[src/rtl/stv_onehot_to_bin_pipe_if.sv]
// stv_onehot_to_bin_pipe_if: one-hot converter bus; slave = converter, master = driver/observer. Carries in_valid/in_ready/in_onehot, out_valid/out_ready/out_bin/out_zero/out_multi, err_clear/err_count.
interface stv_onehot_to_bin_pipe_if #(
  parameter int ONEHOT_WIDTH  = 8,
  parameter int NUM_LANES     = 1,
  parameter int ERR_CNT_WIDTH = 16
);
  localparam int BIN_WIDTH = (ONEHOT_WIDTH == 1) ? 1 : $clog2(ONEHOT_WIDTH);
  logic                                     in_valid;
  logic                                     in_ready;
  logic [NUM_LANES-1:0][ONEHOT_WIDTH-1:0]   in_onehot;
  logic                                     out_valid;
  logic                                     out_ready;
  logic [NUM_LANES-1:0][BIN_WIDTH-1:0]      out_bin;
  logic [NUM_LANES-1:0]                     out_zero;
  logic [NUM_LANES-1:0]                     out_multi;
  logic                                     err_clear;
  logic [ERR_CNT_WIDTH-1:0]                 err_count;
  modport master (
    output in_valid, in_onehot, out_ready, err_clear,
    input  in_ready, out_valid, out_bin, out_zero, out_multi, err_count
  );
  modport slave (
    input  in_valid, in_onehot, out_ready, err_clear,
    output in_ready, out_valid, out_bin, out_zero, out_multi, err_count
  );
endinterface

[src/rtl/stv_onehot_to_bin_pipe.sv]
// stv_onehot_to_bin_pipe: registered multi-lane one-hot to binary converter with skid buffer and saturating malformed-beat counter; ports clk, rst (sync, active high), bus (slave side of stv_onehot_to_bin_pipe_if).
module stv_onehot_to_bin_pipe #(
  parameter int ONEHOT_WIDTH  = 8,
  parameter int NUM_LANES     = 1,
  parameter int PRIORITY_MODE = 0,
  parameter int ERR_CNT_WIDTH = 16
) (
  input logic clk,
  input logic rst,
  stv_onehot_to_bin_pipe_if.slave bus
);
  localparam int BIN_WIDTH = (ONEHOT_WIDTH == 1) ? 1 : $clog2(ONEHOT_WIDTH);
  logic [NUM_LANES-1:0][BIN_WIDTH-1:0] enc_bin, skid_bin, out_bin_q;
  logic [NUM_LANES-1:0]                enc_zero, enc_multi, skid_zero, skid_multi, out_zero_q, out_multi_q;
  logic                                out_valid_q, rdy_q, in_fire, drain;
  logic [ERR_CNT_WIDTH-1:0]            err_q;
  assign in_fire = bus.in_valid && rdy_q;
  assign drain = !out_valid_q || bus.out_ready;
  assign bus.in_ready = rdy_q;
  assign bus.out_valid = out_valid_q;
  assign bus.out_bin = out_bin_q;
  assign bus.out_zero = out_zero_q;
  assign bus.out_multi = out_multi_q;
  assign bus.err_count = err_q;
  // Scan high to low so that in priority mode the lowest set bit is written last.
  always_comb begin
    enc_bin = '0;
    enc_zero = '0;
    enc_multi = '0;
    for (int l = 0; l < NUM_LANES; l++) begin
      enc_zero[l] = bus.in_onehot[l] == '0;
      enc_multi[l] = |(bus.in_onehot[l] & (bus.in_onehot[l] - ONEHOT_WIDTH'(1)));
      for (int j = ONEHOT_WIDTH - 1; j >= 0; j--)
        if (bus.in_onehot[l][j]) enc_bin[l] = (PRIORITY_MODE != 0) ? BIN_WIDTH'(j) : enc_bin[l] | BIN_WIDTH'(j);
    end
  end
  // rdy_q doubles as the "skid entry empty" flag, so in_ready comes straight off a flop.
  always_ff @(posedge clk) begin
    if (rst) begin
      out_valid_q <= 1'b0;
      rdy_q <= 1'b1;
      out_bin_q <= '0;
      out_zero_q <= '0;
      out_multi_q <= '0;
      skid_bin <= '0;
      skid_zero <= '0;
      skid_multi <= '0;
      err_q <= '0;
    end else begin
      if (drain) begin
        out_valid_q <= !rdy_q || in_fire;
        rdy_q <= 1'b1;
        if (!rdy_q) {out_bin_q, out_zero_q, out_multi_q} <= {skid_bin, skid_zero, skid_multi};
        else if (in_fire) {out_bin_q, out_zero_q, out_multi_q} <= {enc_bin, enc_zero, enc_multi};
      end else if (in_fire) begin
        {skid_bin, skid_zero, skid_multi} <= {enc_bin, enc_zero, enc_multi};
        rdy_q <= 1'b0;
      end
      err_q <= bus.err_clear ? '0 : (in_fire && |enc_multi && !(&err_q)) ? err_q + ERR_CNT_WIDTH'(1) : err_q;
    end
  end
`ifdef ASSERT_ON
  if (ONEHOT_WIDTH < 1 || NUM_LANES < 1 || ERR_CNT_WIDTH < 1) begin : g_bad_param
    $error("stv_onehot_to_bin_pipe: illegal parameters");
  end
  a_stable: assert property (@(posedge clk) disable iff (rst)
    out_valid_q && !bus.out_ready |=> out_valid_q && $stable(out_bin_q) && $stable(out_zero_q) && $stable(out_multi_q));
`endif
endmodule

[src/flat_wrapper.sv]
// flat-port wrapper written by rule: the top's interface ports become plain ports
module stv_onehot_to_bin_pipe_flat 
#(
  parameter int ONEHOT_WIDTH  = 8,
  parameter int NUM_LANES     = 1,
  parameter int PRIORITY_MODE = 0,
  parameter int ERR_CNT_WIDTH = 16
)
  (clk, rst, bus_in_valid, bus_in_onehot, bus_out_ready, bus_err_clear, bus_in_ready, bus_out_valid, bus_out_bin, bus_out_zero, bus_out_multi, bus_err_count);
  stv_onehot_to_bin_pipe_if #(.ONEHOT_WIDTH(ONEHOT_WIDTH), .NUM_LANES(NUM_LANES), .ERR_CNT_WIDTH(ERR_CNT_WIDTH)) bus_i ();
  input logic clk;
  input logic rst;
  input wire logic [$bits(bus_i.in_valid)-1:0] bus_in_valid;
  input wire logic [$bits(bus_i.in_onehot)-1:0] bus_in_onehot;
  input wire logic [$bits(bus_i.out_ready)-1:0] bus_out_ready;
  input wire logic [$bits(bus_i.err_clear)-1:0] bus_err_clear;
  output wire logic [$bits(bus_i.in_ready)-1:0] bus_in_ready;
  output wire logic [$bits(bus_i.out_valid)-1:0] bus_out_valid;
  output wire logic [$bits(bus_i.out_bin)-1:0] bus_out_bin;
  output wire logic [$bits(bus_i.out_zero)-1:0] bus_out_zero;
  output wire logic [$bits(bus_i.out_multi)-1:0] bus_out_multi;
  output wire logic [$bits(bus_i.err_count)-1:0] bus_err_count;
  assign bus_i.in_valid = bus_in_valid;
  assign bus_i.in_onehot = bus_in_onehot;
  assign bus_i.out_ready = bus_out_ready;
  assign bus_i.err_clear = bus_err_clear;
  assign bus_in_ready = bus_i.in_ready;
  assign bus_out_valid = bus_i.out_valid;
  assign bus_out_bin = bus_i.out_bin;
  assign bus_out_zero = bus_i.out_zero;
  assign bus_out_multi = bus_i.out_multi;
  assign bus_err_count = bus_i.err_count;
  stv_onehot_to_bin_pipe #(.ONEHOT_WIDTH(ONEHOT_WIDTH), .NUM_LANES(NUM_LANES), .PRIORITY_MODE(PRIORITY_MODE), .ERR_CNT_WIDTH(ERR_CNT_WIDTH)) u_core (.clk(clk), .rst(rst), .bus(bus_i));
endmodule
[config.mk]
export PLATFORM = sky130hd
export DESIGN_NAME = stv_onehot_to_bin_pipe_flat
export DESIGN_NICKNAME = d
export VERILOG_FILES = /design/src/rtl/stv_onehot_to_bin_pipe_if.sv /design/src/rtl/stv_onehot_to_bin_pipe.sv /design/src/flat_wrapper.sv
export SDC_FILE = /design/constraint.sdc
export NUM_CORES = 1
export LEC_CHECK = 0
export CAP_MARGIN = 0
export CORE_UTILIZATION = 55
export DETAILED_ROUTE_END_ITERATION = 10
export DONT_BUFFER_PORTS = 1
export PLACE_DENSITY = 0.74
export RECOVER_POWER = 100
export SYNTH_ARGS = -nofsm -noshare
export SYNTH_HDL_FRONTEND = slang
export SYNTH_SLANG_ARGS = --single-unit
[constraint.sdc]
create_clock -name clk -period 2.8 [get_ports clk]
set_clock_uncertainty 0.2 [all_clocks]
set_input_delay 0.56 -clock clk [delete_from_list [all_inputs] [get_ports clk]]
set_output_delay 0.56 -clock clk [all_outputs]
set_load 0.01 [all_outputs]
-- Yosys cells after proc, flatten, opt, wreduce, memory -nomap -nowiden
Cells that the tools add are included.
- $add $sub $neg: 2
- equality and inequality tests: 1
- mux-type cells: 13
- bitwise gates (word level): 2
- reductions and logical operators: 15
- operators with widths (cell ; count):
    two-way mux 3 bit ; 6
    adder 16 x 1 -> 16 bit (second input constant) ; 1
    AND reduction 16 bit ; 1
    AND 8 bit ; 1
    zero test 8 bit ; 1
    OR reduction 8 bit ; 1
    subtractor 8 x 1 -> 8 bit (second input constant) ; 1
    two-way mux 1 bit ; 5
    two-way mux 2 bit ; 2
    AND reduction 2 bit ; 2
    OR reduction 2 bit ; 2
    logical AND 1 bit ; 3
    zero test 1 bit ; 3
    logical OR 1 bit ; 2
    != test 2 bit (second input constant) ; 1
    NOT 1 bit ; 1
- register bits: 28
- input bits: 13
- output and inout port bits: 23
- word-level logic and storage cells: 42

-- Longest topological paths before layout
- depth in word-level cells: 9
- depth in mapped cells: 7
- gate-level depth less buffers: 5

-- Worst setup path after synthesis
Ideal clock, no wire load.
- path type: input port to flip-flop
- start point: input bus_in_onehot[3]
- end point: register u_core.err_q[10] (netlist: u_core.bus.err_count[10])
- setup time: 0.119 ns
- arrival: 1.994 ns
- required time: 2.481 ns
- setup slack: 0.487 ns
- stages: 7
- buffers on the path: 2
- path through: or4_4 > a2111oi_4 > o22a_4 > buf_12 > buf_12 > nor3_2 > o221a_1
- cells in the longest elaborated chain, start to end: 5
- ends and longest elaborated chain (element ; RTL line ; RTL):
    start: declaration ; flat_wrapper.sv:14 ; input wire logic [$bits(bus_i.in_onehot)-1:0] bus_in_onehot;
    subtractor 8 x 1 -> 8 bit ; stv_onehot_to_bin_pipe.sv:32 ; enc_multi[l] = |(bus.in_onehot[l] & (bus.in_onehot[l] - ONEHOT_WIDTH'(1)));
    AND 8 bit (*) ; stv_onehot_to_bin_pipe.sv:32 ;
    OR reduction 8 bit (*) ; stv_onehot_to_bin_pipe.sv:32 ;
    logical AND 1 bit (*) (2 in series) ; stv_onehot_to_bin_pipe.sv:59 ; err_q <= bus.err_clear ? '0 : (in_fire && |enc_multi && !(&err_q)) ? err_q + ERR_CNT_WIDTH'(1) : err_q;
    end signal: assignment ; stv_onehot_to_bin_pipe.sv:59 ;
    end: declaration ; stv_onehot_to_bin_pipe.sv:16 ; logic [ERR_CNT_WIDTH-1:0] err_q;
Mark *: on every way between the ends. The rest lies on a longest branch, timed or not.
A chain may end at the register's enable or synchronous reset.

-- Worst setup path in the final report
Same ends and word-level chain as after synthesis.

==> results.ini <==
[clock_tree]
clock_path_buffers=2
cts.repair_timing.setup_buffer_count=0
cts-root-buf=sky130_fd_sc_hd__clkbuf_4
post_cts_resize_count=0
cts.hold.buffers_added=0
htree_levels=1
number_of_cts_inserted_buffers=3
cts_tree=built
cts.sink_count=28
insertion_delay_to_the_later_sink_of_the_worst_skew_pair_ps=330
clk_transition_reported_paths_ps=150

[yosys]
post_synth_fa_ha_maj_area_fraction=0.0153
combinational_family_with_the_most_area_after_synthesis=simple AND/OR/NAND/NOR gates
syn_nets=181
synthCells=167
synth_seq_cells=28
synth_cell_type_count=41
yosys.area_share.simple=0.279
synthesis.area_sq_um=1470
post_synth_mux_area_share=0.00681
syn_avg_cell_area_sq_um=8.80
synth.yosys.seq_area_share=0.381
synthesis.yosys.warnings=0
synth_xor_area_frac=0
synth-compound-area-share=0.267

[layout]
layout.filler_cells=237
layout.cell_area.non_filler_sq_um=1450
layout-drive-gt1-share=0.0424
diodes=0
synthToLayoutAreaGrowth_pct=-1.11
final_nets=180

[critical_path]
max_stage_delay_ps=560
worstPathArrival_ps=2380
cp_max_fo=34
timing.critical_path.to_type=flop
crit_type=in -> reg
worst-path-buf-inv=0
cp_slowest_cell=sky130_fd_sc_hd__or4_1
timing.critical_path.max_delay_family=compound AO/OA/AOI/OAI gates
critical_path.cell_chain=or4_1 -> a2111oi_0 -> o22a_4 -> nor3_1 -> o221a_1
regToRegSetupSlack_ps=580
cp_data_required_time_ps=2840
critPathLaunchType=input pin

[global_routing]
grt_overflow_total=0
global_route_wire_length_before_repair_um=4620
grt_antenna_before_repair=0
grt_usage=0.218
grt_max_degree=35
grt_pass1_vias=1118

[floorplanning]
rows=18
core_region_sq_um=2500
die_height_um=53.7
io_pins=36
initial_utilization=0.588
die_area_sq_um=2880
die-width_um=53.7

[power_and_ir_drop]
p_leak_nw=0.448
highest_ir_drop_seen_on_vdd_uv=383
power_density_nw_per_um2=455

[timing]
final_max_slew_viol_count=0
finalHoldWorstSlack_ps=76.4
max-slew-margin-rel=0.541
layout_worst_path_cycle_share=0.834
worst_slew_pin_slew_ps=688
unrepaired_setup_endpoints_after_global_routing=no
hold_violations=0
totalNegativeSetupSlack_ps=0
timing.fmax_mhz=428
period_needed_ps=2340
setup_violations=0

[detailed_routing]
antenna_left=0
number_of_drc_violations_after_detailed_routing_iteration_0=17
route.detailed.drc=0
routed_via_density=6.47
routed_wl_um=2940
met3_wirelength_um=150
met2_length_um=1440
wl_per_cell_um=15.1
topRoutingLayerUsed=met4
detailed_routing_iteration_count_for_the_pre_antenna_repair_pass=4
detailroute.via_count=1261
drt-met1-wl_um=1330

[placed_design]
portbufs=0
placement.cell_area_sq_um=1450
place_congestion=0.823
dp_hpwl_um=2170

[hold_path]
holdCritPathClass=in -> reg

[status]
run_status=completed

[job]
cap_viol_max_count=0

==> flip-flops by register name (all words and copies together), names as in the netlist <==
signal / cells
u_core.bus.err_count: 16
u_core.bus.in_ready: 1
u_core.bus.out_bin: 3
u_core.bus.out_multi: 1
u_core.bus.out_valid: 1
u_core.bus.out_zero: 1
u_core.skid_bin: 3
u_core.skid_multi: 1
u_core.skid_zero: 1
==> cell type report <==
class / instances / area, sq um / area share
clock buffers: 4 / 36.3 / 0.0250
repair buffers: 1 / 3.75 / 0.00258
inverters: 2 / 7.51 / 0.00516
flip-flops and latches: 28 / 561 / 0.386
multi-input cells: 130 / 808 / 0.556
well taps: 30 / 37.5 / 0.0258
==> cell families (layout without fill, tap and decap cells) <==
logic type                 Yosys count  in the layout
AOI/OAI and AO/OA                   55             55
muxes                                1              1
buffers and inverters                9              7
adders and majority gates            2              2
and+or+nand+nor                     72             72
DFF                                 28             28
==> final timing paths <==
check	start	end	cells after the start
max	bus_in_onehot[3]	u_core.bus.err_count[10]	5
min	rst	u_core.bus.out_valid	1
max reg2reg	u_core.bus.in_ready	u_core.bus.out_zero	5
min reg2reg	u_core.bus.out_multi	u_core.bus.out_multi	2
==> metal layers <==
metal,vias up,global-route usage
li1,647,-
met1,583,0.274
met2,29,0.364
met3,2,0.0395
met4,0,0.0877
met5,-,0
==> Yosys cell counts (all sizes together) <==
| cell type | number | area (sq um) |
|---|---|---|
| dfxtp | 28 | 561 |
| a21oi | 17 | 85.1 |
| nor2 | 15 | 56.3 |
| nand2 | 10 | 40.0 |
| a211oi | 9 | 67.6 |
| o21ai | 8 | 40.0 |
| or3 | 8 | 50.1 |
| o31ai | 7 | 52.6 |
| or4 | 7 | 56.3 |
| and2 | 6 | 37.5 |
| nand4 | 6 | 37.5 |
| nor4 | 5 | 31.3 |
| clkbuf | 4 | 15.0 |
| and3 | 3 | 18.8 |
| and4 | 3 | 26.3 |
| buf | 3 | 51.3 |
| nand3 | 3 | 15.0 |
| a2111oi | 2 | 36.3 |
| inv | 2 | 7.51 |
| nor3 | 2 | 15.0 |
| o2111ai | 2 | 17.5 |
| o211ai | 2 | 15.0 |
| o21a | 2 | 15.0 |
| o31a | 2 | 17.5 |
| a211o | 1 | 8.76 |
| and2b | 1 | 7.51 |
| ha | 1 | 12.5 |
| maj3 | 1 | 10.0 |
| mux2i | 1 | 10.0 |
| nand2b | 1 | 6.26 |
| nor2b | 1 | 6.26 |
| o221a | 1 | 11.3 |
| o22a | 1 | 17.5 |
| o32ai | 1 | 8.76 |
| or2 | 1 | 6.26 |
==> cell usage in the layout, fill, tap and decap left out, drive strengths merged, types with 5 or more instances in the layout <==
master  netlist  routed
or3           8       8
nor2         15      15
nor4          5       5
and2          6       6
clkbuf        4       5
nand4         6       6
or4           7       7
o21ai         8       8
o31ai         7       7
a21oi        17      17
a211oi        9       9
nand2        10      10
dfxtp        28      28
==> power breakdown <==
part / internal (mW) / total [mW] / switching, mW
Sequential: 0.409 / 0.420 / 0.0104
Clock: 0.0796 / 0.197 / 0.117
Combinational: 0.0162 / 0.0445 / 0.0283
Total: 0.505 / 0.661 / 0.156
==> through the flow <==
stage / total power, mW / instances / utilization / setup slack [ps]
after CTS: 0.669 / 195 / 0.594 / 631
after global placement: 0.472 / 191 / 0.580 / 485
final: 0.661 / 195 / 0.582 / 464
after detailed placement: 0.474 / 191 / 0.580 / 454
after floorplan: 0.470 / 167 / - / 487
after global routing: 0.687 / 195 / 0.582 / 309
Power figures use the tool's default switching activity.
